File: src/rtl/dpi_vec_unpacker_if.sv
// Handshake bundle for the DPI word-stream unpacker: a word stream in,
// one reassembled wide vector out, plus the frame-length error pulse.
interface dpi_vec_unpacker_if #(
   parameter int WIDTH  = 129,
   parameter int WORD_W = 32
);
   logic              in_valid;
   logic              in_ready;
   logic [WORD_W-1:0] in_data;
   logic              in_last;
   logic              out_valid;
   logic              out_ready;
   logic [WIDTH-1:0]  out_data;
   logic              out_pad_err;
   logic              err_len;

   // Producer of words / consumer of vectors.
   modport master (
      output in_valid, in_data, in_last, out_ready,
      input  in_ready, out_valid, out_data, out_pad_err, err_len
   );

   // The unpacker itself.
   modport slave (
      input  in_valid, in_data, in_last, out_ready,
      output in_ready, out_valid, out_data, out_pad_err, err_len
   );
endinterface

File: src/rtl/dpi_vec_unpacker.sv
// Rebuilds a WIDTH-bit vector from 32-bit svBitVecVal words (LSW first),
// checks frame length and the unused pad bits of the final word, and
// hands the vector to the evaluation core over a valid/ready handshake.
module dpi_vec_unpacker #(
   parameter int WIDTH  = 129,
   parameter int WORD_W = 32
) (
   input logic               clk,
   input logic               rst,
   dpi_vec_unpacker_if.slave bus
);
   localparam int NWORDS = (WIDTH + WORD_W - 1) / WORD_W;
   localparam int CNT_W  = (NWORDS > 1) ? $clog2(NWORDS) : 1;
   localparam int PAD_LO = WIDTH % WORD_W;
   localparam logic [CNT_W-1:0] LAST_IDX = CNT_W'(NWORDS - 1);

   typedef enum logic [1:0] {COLLECT, HOLD, DISCARD} state_t;

   state_t           state_reg,    state_next;
   logic [CNT_W-1:0] count_reg,    count_next;
   logic [WIDTH-1:0] asm_reg,      asm_next;
   logic [WIDTH-1:0] out_data_reg, out_data_next;
   logic             pad_err_reg,  pad_err_next;
   logic             err_len_reg,  err_len_next;

   logic [WIDTH-1:0] merged;
   logic             pad_bad;
   logic             accept;

   // Assembly register with the incoming word dropped into the slot
   // selected by the word count; the top slot is truncated at WIDTH so
   // pad bits never reach the vector.
   for (genvar gi = 0; gi < NWORDS; gi++) begin : g_slot
      localparam int LO = gi * WORD_W;
      localparam int SW = (WIDTH - LO < WORD_W) ? (WIDTH - LO) : WORD_W;
      assign merged[LO +: SW] = (count_reg == CNT_W'(gi)) ? bus.in_data[SW-1:0]
                                                          : asm_reg[LO +: SW];
   end

   // Pad bits exist only when the vector does not fill the last word.
   if (PAD_LO != 0) begin : g_pad
      assign pad_bad = |bus.in_data[WORD_W-1:PAD_LO];
   end else begin : g_no_pad
      assign pad_bad = 1'b0;
   end

   // No word is taken while a result is waiting, nor while reset is held.
   assign bus.in_ready    = (state_reg != HOLD) && !rst;
   assign accept          = bus.in_valid && bus.in_ready;
   assign bus.out_valid   = (state_reg == HOLD);
   assign bus.out_data    = out_data_reg;
   assign bus.out_pad_err = pad_err_reg;
   assign bus.err_len     = err_len_reg;

   // State and datapath register update.
   always_ff @(posedge clk or posedge rst) begin
      if (rst) begin
         state_reg    <= COLLECT;
         count_reg    <= '0;
         asm_reg      <= '0;
         out_data_reg <= '0;
         pad_err_reg  <= 1'b0;
         err_len_reg  <= 1'b0;
      end else begin
         state_reg    <= state_next;
         count_reg    <= count_next;
         asm_reg      <= asm_next;
         out_data_reg <= out_data_next;
         pad_err_reg  <= pad_err_next;
         err_len_reg  <= err_len_next;
      end
   end

   // Frame sequencing: collect words, publish on a well-formed frame,
   // flag short/long frames and skip the tail of a long one.
   always_comb begin
      state_next    = state_reg;
      count_next    = count_reg;
      asm_next      = asm_reg;
      out_data_next = out_data_reg;
      pad_err_next  = pad_err_reg;
      err_len_next  = 1'b0;
      case (state_reg)
         COLLECT: begin
            if (accept) begin
               if (count_reg == LAST_IDX) begin
                  count_next = '0;
                  asm_next   = '0;
                  if (bus.in_last) begin
                     out_data_next = merged;
                     pad_err_next  = pad_bad;
                     state_next    = HOLD;
                  end else begin
                     err_len_next = 1'b1;
                     state_next   = DISCARD;
                  end
               end else if (bus.in_last) begin
                  // Short frame: drop what was gathered.
                  err_len_next = 1'b1;
                  count_next   = '0;
                  asm_next     = '0;
               end else begin
                  asm_next   = merged;
                  count_next = count_reg + CNT_W'(1);
               end
            end
         end
         HOLD: begin
            if (bus.out_ready) begin
               pad_err_next = 1'b0;
               state_next   = COLLECT;
            end
         end
         DISCARD: begin
            if (accept && bus.in_last) begin
               state_next = COLLECT;
            end
         end
         default: begin
            state_next = COLLECT;
         end
      endcase
   end
endmodule

File: src/flat_wrapper.sv
// flat-port wrapper written by rule: the top's interface ports become plain ports
module dpi_vec_unpacker_flat 
#(
   parameter int WIDTH  = 129,
   parameter int WORD_W = 32
)
  (clk, rst, bus_in_valid, bus_in_data, bus_in_last, bus_out_ready, bus_in_ready, bus_out_valid, bus_out_data, bus_out_pad_err, bus_err_len);
  dpi_vec_unpacker_if #(.WIDTH(WIDTH), .WORD_W(WORD_W)) bus_i ();
  input logic clk;
  input logic rst;
  input wire logic [$bits(bus_i.in_valid)-1:0] bus_in_valid;
  input wire logic [$bits(bus_i.in_data)-1:0] bus_in_data;
  input wire logic [$bits(bus_i.in_last)-1:0] bus_in_last;
  input wire logic [$bits(bus_i.out_ready)-1:0] bus_out_ready;
  output wire logic [$bits(bus_i.in_ready)-1:0] bus_in_ready;
  output wire logic [$bits(bus_i.out_valid)-1:0] bus_out_valid;
  output wire logic [$bits(bus_i.out_data)-1:0] bus_out_data;
  output wire logic [$bits(bus_i.out_pad_err)-1:0] bus_out_pad_err;
  output wire logic [$bits(bus_i.err_len)-1:0] bus_err_len;
  assign bus_i.in_valid = bus_in_valid;
  assign bus_i.in_data = bus_in_data;
  assign bus_i.in_last = bus_in_last;
  assign bus_i.out_ready = bus_out_ready;
  assign bus_in_ready = bus_i.in_ready;
  assign bus_out_valid = bus_i.out_valid;
  assign bus_out_data = bus_i.out_data;
  assign bus_out_pad_err = bus_i.out_pad_err;
  assign bus_err_len = bus_i.err_len;
  dpi_vec_unpacker #(.WIDTH(WIDTH), .WORD_W(WORD_W)) u_core (.clk(clk), .rst(rst), .bus(bus_i));
endmodule
File: config.mk
export PLATFORM = sky130hd
export DESIGN_NAME = dpi_vec_unpacker_flat
export DESIGN_NICKNAME = d
export VERILOG_FILES = /design/src/rtl/dpi_vec_unpacker_if.sv /design/src/rtl/dpi_vec_unpacker.sv /design/src/flat_wrapper.sv
export SDC_FILE = /design/constraint.sdc
export NUM_CORES = 1
export LEC_CHECK = 0
export CAP_MARGIN = 20
export CORE_MARGIN = 10
export CORE_UTILIZATION = 30
export CTS_CLUSTER_DIAMETER = 200
export DETAILED_ROUTE_END_ITERATION = 8
export SYNTH_ARGS = -nofsm -noshare
export SYNTH_HDL_FRONTEND = slang
export SYNTH_SLANG_ARGS = --single-unit
File: constraint.sdc
create_clock -name clk -period 17.2 [get_ports clk]
set_clock_uncertainty 0.1 [all_clocks]
set_input_delay 3.44 -clock clk [delete_from_list [all_inputs] [get_ports clk]]
set_output_delay 3.44 -clock clk [all_outputs]
set_load 0.05 [all_outputs]
After elaboration in Yosys (flattened, before gate mapping)
Index checks and enable logic that the tools add are counted.
{"block": "op_classes", "mux": 25, "eq_ne": 12, "reduce_logical": 12, "n_addsub": 1}
{"cell": "two-way mux 129 bit", "n": 2}
{"cell": "two-way mux 32 bit", "n": 4}
{"cell": "OR reduction 31 bit", "n": 1}
{"cell": "two-way mux 1 bit", "n": 10}
{"cell": "two-way mux 2 bit", "n": 5}
{"cell": "inequality test 2 x 1 -> 1 bit (second input constant)", "n": 4}
{"cell": "AND reduction 4 bit", "n": 2}
{"cell": "equality test 3 x 2 -> 1 bit (second input constant)", "n": 2}
{"cell": "two-way mux 3 bit", "n": 2}
{"cell": "one-hot mux 2 bit (3 select lines)", "n": 1}
{"cell": "AND reduction 5 bit", "n": 1}
{"cell": "inequality test 2 bit (second input constant)", "n": 2}
{"cell": "adder 3 x 1 -> 3 bit (second input constant)", "n": 1}
{"cell": "equality test 3 x 1 -> 1 bit (second input constant)", "n": 1}
{"cell": "equality test 3 bit (second input constant)", "n": 1}
{"cell": "logical AND 1 bit", "n": 3}
{"cell": "zero test 3 bit", "n": 1}
{"cell": "equality test 2 x 1 -> 1 bit (second input constant)", "n": 1}
{"cell": "equality test 2 bit (second input constant)", "n": 1}
{"cell": "zero test 2 bit", "n": 1}
{"cell": "one-hot mux 1 bit (2 select lines)", "n": 1}
{"cell": "AND reduction 2 bit", "n": 1}
{"cell": "nonzero test 2 bit", "n": 1}
{"cell": "zero test 1 bit", "n": 1}
{"block": "word_totals", "wordCells": 56, "output_inout_bits": 133, "in_bits": 37, "register_bits": 265}

Logic depth before layout (Yosys ltp)
Gate-level depths: netlist (run 1).
{"block": "depth", "ltp_word": 6, "mapped_depth": 9, "mapped_depth_nobuf": 6}

Worst setup path after synthesis (run 1)
No wires, ideal clock.
{"block": "synth_timing", "kind": "input to output", "startpoint": "input port rst", "endpoint": "output port bus_in_ready", "t_arrival_ns": 4.094, "t_required_ns": 13.660, "path_buffers": 0, "cell_stages": 1, "setup_slack_ns": 9.566, "cell_sequence": "nor2_1"}
{"block": "synth_via", "elab_chain_cells": 2}
{"element": "from (decl)", "line": "flat_wrapper.sv:10", "text": "input logic rst;"}
{"element": "zero test 1 bit", "line": "dpi_vec_unpacker.sv:48", "text": "assign bus.in_ready = (state_reg != HOLD) && !rst;"}
{"element": "logical AND 1 bit", "line": "dpi_vec_unpacker.sv:48"}
{"element": "to (decl)", "line": "flat_wrapper.sv:15", "text": "output wire logic [$bits(bus_i.in_ready)-1:0] bus_in_ready;"}
No other way between the ends.

Worst setup path after layout (run 1)
Same ends and word-level chain as after synthesis.

==> impl_metrics.env, run 1 <==
export IMPL_clock_sinks=264
export IMPL_fp_dieW_um=212
export IMPL_hold_violations=0
export IMPL_ff_latch_area_mm2=0.00661
export IMPL_dp_cells=1481
export IMPL_syn_to_final_growth_pct=27.9
export IMPL_dr_pass1_iters=5
export IMPL_synth_cells=938
export IMPL_post_cts_buffers=0
export IMPL_leakage_nw=6.07
export IMPL_grtUsageTotal_pct=14.0
export IMPL_timing_rr_end="u_core.bus.out_data[44]"
export IMPL_synth_seq_cells=264
export IMPL_final_area_mm2=0.0141
export IMPL_grt_overflow=0
export IMPL_drtIter0Drc=410
export IMPL_routed_wl_met3_um=1740
export IMPL_start_util_pct=30.3
export IMPL_cts_hold_buf=0
export IMPL_diodes=0
export IMPL_finalCriticalPeriod_ns=8.59
export IMPL_r2r_start="u_core.count_reg[0]"
export IMPL_dr_max_layer_used="met4"
export IMPL_hold_path_class="reg -> reg"
export IMPL_setup_tns_ns=0
export IMPL_syn_num_nets=980
export IMPL_synth_top_area_share_pct=59.9
export IMPL_switchingPower_mw=0.868
export IMPL_cts_max_path_buffers=3
export IMPL_vias=7606
export IMPL_yosysWarnings=0
export IMPL_worstHoldStart="u_core.bus.out_data[116]"
export IMPL_final_cell_count_no_fill=1538
export IMPL_place_worst_setup_slack_ns=8.62
export IMPL_final_setup_viol_count=0
export IMPL_wl_per_cell_um=20.6
export IMPL_nets=1090
export IMPL_power_density_mw_per_mm2=169
export IMPL_synth_cell_types=32
export IMPL_grt_pass1_vias=8075
export IMPL_synth_area_per_cell_um2=11.8
export IMPL_ios=170
export IMPL_p_int_mw=1.51
export IMPL_p_sw_share_pct=36.5
export IMPL_antenna_found_initial=0
export IMPL_cts_root_buf="clkbuf_16"
export IMPL_power_frac_comb_pct=34.6
export IMPL_rows=70
export IMPL_postLayoutSetupSlackWorst_ns=8.61
export IMPL_multi_input_area_mm2=0.00398
export IMPL_finalCritPeriodShare_pct=49.9
export IMPL_cts_tree="done"
export IMPL_grt_max_degree=163
export IMPL_place_hpwl_um=19300
export IMPL_routed_via_density=4.95
export IMPL_post_dp_cell_area_mm2=0.0130
export IMPL_dieHeight_um=212
export IMPL_coreArea_mm2=0.0364
export IMPL_netlist_area_mm2=0.0110
export IMPL_rsz0062_at_grt="false"
export IMPL_p_clk_share_pct=28.8
export IMPL_clk_transition_reported_paths_ns=0.06
export IMPL_max_slew_margin_pct=24.4
export IMPL_yosysTopAreaCell="dfrtp_1"
export IMPL_cp_required_ns=13.66
export IMPL_synth_yosys_seq_area_share_pct=59.9
export IMPL_cts_buffers=30
export IMPL_htree_levels=1
export IMPL_r2r_slack_ns=14.16
export IMPL_drt_total_wl_um=31700
export IMPL_peakVddDrop_mv=0.110
export IMPL_drc=0
export IMPL_worst_slew_pin_slew_ns=1.13
export IMPL_die_area_mm2=0.0448
export IMPL_largest_reg_flops=129
export IMPL_max_clock_freq_mhz=116
export IMPL_status="finished, final reports clean"
export IMPL_crit_fanout=5
export IMPL_power_total_mw=2.38
export IMPL_post_route_util_pct=38.7
export IMPL_crit_arrival_ns=5.05
export IMPL_seqPwrFrac_pct=36.7
export IMPL_clk_latency_ns=0.56
export IMPL_r2r_worst_path_cells=6
export IMPL_m1WireLength_um=15100
export IMPL_postCtsResizedCells=0
export IMPL_hold_depth=2
export IMPL_dr_wl_met2_um=14400
export IMPL_fill_cells=3546
export IMPL_maxCapViolCount=0
export IMPL_start_kind="input pin"
export IMPL_hold_path_end="u_core.bus.out_data[116]"
export IMPL_ys_top_cells_by_area="dfrtp_1 (60%), mux2i_1 (12%), a22o_1 (10%)"
export IMPL_timing_hold_ws_ns=0.374
export IMPL_grt_pass1_wl_um=49600
export IMPL_ant_nets=0
export IMPL_portBuffers=169
export IMPL_setup_worst_path_end_class="output port"
export IMPL_slew_violations=0
export IMPL_gp_congestion=0.718
export IMPL_criticalPathCategory="in -> out"
export IMPL_layout_drive_gt1_share_pct=7.01
==> worst max-delay path, stage by stage <==
cell             delay, ns
clkdlybuf4s50_1       0.59
nor2_1                0.18
clkdlybuf4s50_1       0.83
==> cells in the final DEF (no fill, tap or decap), drive strengths merged <==
cell type / instances
nor4b: 1
ha: 5
and3: 4
a22oi: 1
clkinvlp: 3
dfrtp: 264
buf: 12
mux2: 1
a211oi: 1
nand4: 2
nor3b: 1
xor2: 1
o21ai: 137
clkbuf: 44
nor4: 7
o22ai: 1
mux2i: 128
nand2: 134
nand2b: 2
clkinv: 2
nor2: 5
bufinv: 5
clkdlybuf4s50: 169
nor2b: 3
a31oi: 1
a22o: 128
nand3: 1
inv: 5
a21oi: 1
nor3: 1
==> power groups by stage <==
stage / Combinational [mW] / Clock [mW] / Sequential (mW)
after floorplan: 0.336 / 0 / 1.10
after global placement: 0.816 / 0 / 0.877
after detailed placement: 0.830 / 0 / 0.879
after CTS: 0.832 / 0.705 / 0.872
after global routing: 0.883 / 0.728 / 0.890
final: 0.823 / 0.684 / 0.872
==> final cells by class <==
cell class              count  area share, %
inverters                   5          0.186
clock inverters            10           1.30
multi-input cells         566           28.2
repair buffers            181           13.1
flip-flops and latches    264           46.8
well taps                 468           4.15
clock buffers              44           6.20
==> how the worst max path moves through the flow <==
stage	slack [ns]	startpoint	to	cells past startpoint
after floorplan	6.39	rst	u_core.asm_reg[0]	1
after global placement	8.60	rst	bus_in_ready	3
after detailed placement	8.62	rst	bus_in_ready	3
after CTS	8.61	rst	bus_in_ready	3
after global routing	8.55	rst	bus_in_ready	3
final	8.61	rst	bus_in_ready	3
==> cell families (layout without fill, tap and decap cells) <==
group           Yosys count  in the layout  share of synthesized area (%)
compound gates          270            270                           16.7
flops                   264            264                           59.9
simple gates            161            161                           6.26
mux                     129            129                           11.8
buf+inv                 108            240                           4.76
fa+ha+maj                 5              5                          0.567
xor+xnor                  1              1                         0.0794
==> routing by layer <==
metal	vias to the layer above	global-route usage (%)
met5	-	0
met3	35	3.05
li1	3541	-
met1	3863	19.5
met2	167	21.8
met4	0	2.83
==> cells in the mapped netlist <==
library cell  instances
dfrtp_1             264
o21ai_0             133
nand2_1             131
a22o_1              128
mux2i_1             128
clkbuf_1             50
buf_2                42
buf_6                 8
nor4_1                7
ha_1                  5
inv_1                 5
and3_1                4
nor2_1                4
o21ai_1               4
nand2_2               3
nor2b_1               3
buf_4                 2
nand2b_1              2
nand4_1               2
a211oi_1              1
a21oi_1               1
a22oi_1               1
a31oi_1               1
buf_1                 1
mux2_4                1
nand3_1               1
nor2_4                1
nor3_1                1
nor3b_1               1
nor4b_4               1
o22ai_1               1
xor2_1                1
(Power assumes the default switching activity.)
==> run 2: changes to the inputs <==
==> constraint.sdc (replaced) <==
create_clock -name clk -period 8 [get_ports clk]
set_clock_uncertainty 0.1 [all_clocks]
set_input_delay 1.6 -clock clk [delete_from_list [all_inputs] [get_ports clk]]
set_output_delay 1.6 -clock clk [all_outputs]
set_load 0.05 [all_outputs]
==> impl_metrics.env, run 2 (synthesis results as in run 1) <==
export IMPL_cts_buffers=29
export IMPL_worstHoldStart="u_core.bus.out_data[109]"
export IMPL_drtIter0Drc=473
export IMPL_wl_per_cell_um=20.1
export IMPL_r2r_start="u_core.count_reg[0]"
export IMPL_ant_nets=0
export IMPL_grt_overflow=0
export IMPL_layout_drive_gt1_share_pct=7.03
export IMPL_rsz0062_at_grt="false"
export IMPL_clock_sinks=264
export IMPL_peakVddDrop_mv=0.219
export IMPL_grt_max_degree=163
export IMPL_cts_tree="done"
export IMPL_layout_commonest_cell="dfrtp_1"
export IMPL_die_area_mm2=0.0448
export IMPL_hold_violations=0
export IMPL_status="finished, final reports clean"
export IMPL_ff_latch_area_mm2=0.00661
export IMPL_syn_to_final_growth_pct=27.3
export IMPL_cts_hold_buf=0
export IMPL_top_usage_layer="met2"
export IMPL_nets=1089
export IMPL_hold_path_class="reg -> reg"
export IMPL_grtUsageMet3_pct=2.97
export IMPL_drc=0
export IMPL_crit_arrival_ns=3.13
export IMPL_power_density_mw_per_mm2=355
export IMPL_timing_rr_end="u_core.bus.out_data[47]"
export IMPL_htree_levels=1
export IMPL_setup_tns_ns=0
export IMPL_dieHeight_um=212
export IMPL_fill_cells=3472
export IMPL_clk_latency_ns=0.54
export IMPL_drt_total_wl_um=30800
export IMPL_place_hpwl_um=19000
export IMPL_coreArea_mm2=0.0364
export IMPL_cp_required_ns=6.30
export IMPL_r2r_slack_ns=4.98
export IMPL_postCtsResizedCells=0
export IMPL_worst_slew_pin_slew_ns=1.15
export IMPL_max_clock_freq_mhz=207
export IMPL_power_total_mw=4.99
export IMPL_start_util_pct=30.3
export IMPL_portBuffers=169
export IMPL_crit_path_end="bus_in_ready"
export IMPL_grtUsageTotal_pct=13.8
export IMPL_max_slew_margin_pct=22.9
export IMPL_vias=7503
export IMPL_layout_common_cells="dfrtp_1 (264), clkdlybuf4s50_1 (169), o21ai_0 (133)"
export IMPL_maxCapViolCount=0
export IMPL_finalCritPeriodShare_pct=60.4
export IMPL_cts_max_path_buffers=3
export IMPL_start_kind="input pin"
export IMPL_r2r_worst_path_cells=7
export IMPL_ios=170
export IMPL_finalCriticalPeriod_ns=4.83
export IMPL_cp_startpoint="rst"
export IMPL_setup_worst_path_end_class="output port"
export IMPL_met1_usage_pct=19.5
export IMPL_slew_violations=0
export IMPL_clk_transition_reported_paths_ns=0.06
export IMPL_met2_usage_pct=21.5
export IMPL_largest_reg_flops=129
export IMPL_grt_pass1_wl_um=49400
export IMPL_post_cts_buffers=0
export IMPL_final_setup_viol_count=0
export IMPL_multi_input_area_mm2=0.00398
export IMPL_cts_root_buf="clkbuf_16"
export IMPL_leakage_nw=6.05
export IMPL_gp_congestion=0.712
export IMPL_antenna_found_initial=0
export IMPL_fp_dieW_um=212
export IMPL_crit_fanout=5
export IMPL_dr_pass1_iters=4
export IMPL_routed_via_density=4.89
export IMPL_grt_pass1_vias=7979
export IMPL_criticalPathCategory="in -> out"
export IMPL_diodes=0
export IMPL_rows=70
run 2: report_power, final:
group          switching, mW  internal (mW)  total (mW)  leakage (nW)
sequential             0.208           1.67        1.87          3.63
combinational           1.10          0.672        1.77          1.95
clock                  0.541          0.809        1.35         0.477
total                   1.84           3.15        4.99          6.05
run 2: how the worst min path moves through the flow:
stage,slack (ns),cells past startpoint,to
finish,0.38,2,u_core.bus.out_data[109]
floorplan,0.37,1,u_core.asm_reg[32]
global placement,0.36,2,u_core.bus.out_data[113]
global route,0.41,2,u_core.bus.out_data[15]
detailed placement,0.37,2,u_core.bus.out_data[109]
CTS,0.38,2,u_core.bus.out_data[109]
run 2: per-stage QoR:
stage	setup slack [ns]	utilization (%)	cell area [um2]	hold WS, ns	instances
6_report	3.17	38.5	14000	0.376	1535
5_1_grt	3.11	38.5	14000	0.406	1535
4_1_cts	3.15	38.4	14000	0.384	1533
3_5_place_dp	3.17	35.7	13000	0.371	1482
3_3_place_gp	3.18	35.6	13000	0.361	1480
2_1_floorplan	2.82	-	11000	0.365	938
run 2: per-layer routing:
layer | vias up | part of all wire (%)
met4 | 0 | 1.2
met1 | 3754 | 48
met2 | 176 | 45
met5 | - | 0
li1 | 3544 | -
met3 | 29 | 6.0
run 2: worst max-delay path, stage by stage:
cell	delay, ns
clkdlybuf4s50_1	0.54
nor2_1	0.17
clkdlybuf4s50_1	0.82
run 2: layout make-up:
class                      instances  area share [%]
timing repair buffer             181            13.4
clock buffer                      43            6.18
tap                              468            4.17
inverter                           5           0.160
clock inverter                     8           0.686
multi-input combinational        566            28.3
sequential                       264            47.0
==> run 3: changes to the inputs <==
==> constraint.sdc (replaced) <==
create_clock -name clk -period 4.65 [get_ports clk]
set_clock_uncertainty 0.1 [all_clocks]
set_input_delay 0.93 -clock clk [delete_from_list [all_inputs] [get_ports clk]]
set_output_delay 0.93 -clock clk [all_outputs]
set_load 0.05 [all_outputs]
==> impl_metrics.env, run 3 (synthesis results as in run 1) <==
export IMPL_status="finished, final reports clean"
export IMPL_dr_pass1_iters=5
export IMPL_crit_path_end="bus_in_ready"
export IMPL_die_area_mm2=0.0448
export IMPL_drt_total_wl_um=31900
export IMPL_fp_dieW_um=212
export IMPL_grt_max_degree=125
export IMPL_max_slew_margin_pct=25.3
export IMPL_crit_arrival_ns=2.48
export IMPL_place_worst_setup_slack_ns=0.925
export IMPL_finalCriticalPeriod_ns=3.51
export IMPL_ant_nets=0
export IMPL_rows=70
export IMPL_rsz0062_at_grt="false"
export IMPL_gp_congestion=0.719
export IMPL_portBuffers=169
export IMPL_timing_rr_end="u_core.asm_reg[82]"
export IMPL_wl_per_cell_um=20.7
export IMPL_nets=1096
export IMPL_m1WireLength_um=15200
export IMPL_vias=7662
export IMPL_cts_root_buf="clkbuf_16"
export IMPL_routed_wl_met3_um=1730
export IMPL_finalCritPeriodShare_pct=75.5
export IMPL_cp_required_ns=3.62
export IMPL_post_cts_buffers=0
export IMPL_final_setup_viol_count=0
export IMPL_setup_worst_path_end_class="output port"
export IMPL_r2r_start="u_core.count_reg[0]"
export IMPL_peakVddDrop_mv=0.251
export IMPL_switchingPower_mw=3.22
export IMPL_clk_transition_reported_paths_ns=0.06
export IMPL_slew_violations=0
export IMPL_r2r_slack_ns=1.57
export IMPL_leakage_nw=6.07
export IMPL_seqPwrFrac_pct=37.4
export IMPL_layout_drive_gt1_share_pct=7.46
export IMPL_largest_reg_flops=129
export IMPL_cts_max_path_buffers=3
export IMPL_diodes=0
export IMPL_coreArea_mm2=0.0364
export IMPL_antenna_found_initial=0
export IMPL_postCtsResizedCells=0
export IMPL_postLayoutSetupSlackWorst_ns=1.14
export IMPL_cp_startpoint="rst"
export IMPL_grtUsageTotal_pct=14.1
export IMPL_timing_hold_ws_ns=0.375
export IMPL_syn_to_final_growth_pct=27.7
export IMPL_maxCapViolCount=0
export IMPL_criticalPathCategory="in -> out"
export IMPL_max_clock_freq_mhz=285
export IMPL_dr_max_layer_used="met4"
export IMPL_htree_levels=1
export IMPL_dr_wl_met2_um=14600
export IMPL_start_util_pct=30.3
export IMPL_p_clk_share_pct=27.2
export IMPL_cts_buffers=30
export IMPL_grt_pass1_vias=8130
export IMPL_cts_tree="done"
export IMPL_drc=0
export IMPL_setup_tns_ns=0
export IMPL_dieHeight_um=212
export IMPL_hold_path_class="reg -> reg"
export IMPL_power_frac_comb_pct=35.4
export IMPL_crit_fanout=5
export IMPL_p_int_mw=5.43
export IMPL_clk_latency_ns=0.55
export IMPL_ios=170
export IMPL_layout_commonest_cell="dfrtp_1"
export IMPL_layout_common_cells="dfrtp_1 (264), clkdlybuf4s50_1 (169), o21ai_0 (133)"
export IMPL_hold_violations=0
export IMPL_power_density_mw_per_mm2=614
export IMPL_clock_sinks=264
export IMPL_grt_pass1_wl_um=50100
export IMPL_r2r_worst_path_cells=6
export IMPL_worst_slew_pin_slew_ns=1.12
export IMPL_drtIter0Drc=454
export IMPL_cts_hold_buf=0
export IMPL_start_kind="input pin"
export IMPL_place_hpwl_um=20400
export IMPL_p_sw_share_pct=37.2
export IMPL_routed_via_density=4.98
export IMPL_grt_overflow=0
run 3: per-layer routing:
layer,up-vias,track usage (%)
met2,168,22.2
met4,0,2.85
met5,-,0
li1,3560,-
met1,3900,19.6
met3,34,3.00
run 3: stage by stage:
stage	cell area [um2]	instances	power (mW)	util, %
finish	14100	1540	8.65	38.6
global route	14100	1540	9.10	38.6
CTS	14100	1539	8.75	38.6
detailed placement	13100	1489	6.35	35.9
global placement	13000	1488	6.31	35.8
floorplan	11000	938	5.31	-
run 3: how the worst min path moves through the flow:
stage,from,end,cells past startpoint
finish,u_core.bus.out_data[102],u_core.bus.out_data[102],2
global route,u_core.bus.out_data[21],u_core.bus.out_data[21],2
CTS,u_core.bus.out_data[102],u_core.bus.out_data[102],2
detailed placement,u_core.bus.out_data[102],u_core.bus.out_data[102],2
global placement,u_core.bus.out_data[112],u_core.bus.out_data[112],2
floorplan,u_core.asm_reg[32],u_core.asm_reg[32],1
run 3: final cells by class:
type,instances,area [um2]
well taps,468,586
flip-flops and latches,264,6610
repair buffers,187,1900
inverters,5,22.5
clock inverters,7,105
fillers,3540,22400
multi-input cells,566,3980
clock buffers,43,880
run 3: critical path, cell delays in order:
cell             delay, ns
clkdlybuf4s50_1       0.57
nor2_1                0.17
clkdlybuf4s50_1       0.81
run 3: power by group through the flow:
| stage | Clock [mW] | Sequential, mW | Combinational (mW) |
|---|---|---|---|
| detailed placement | 0 | 3.26 | 3.09 |
| finish | 2.36 | 3.23 | 3.06 |
| global placement | 0 | 3.26 | 3.05 |
| global route | 2.51 | 3.30 | 3.29 |
| floorplan | 0 | 4.06 | 1.24 |
| CTS | 2.42 | 3.23 | 3.10 |
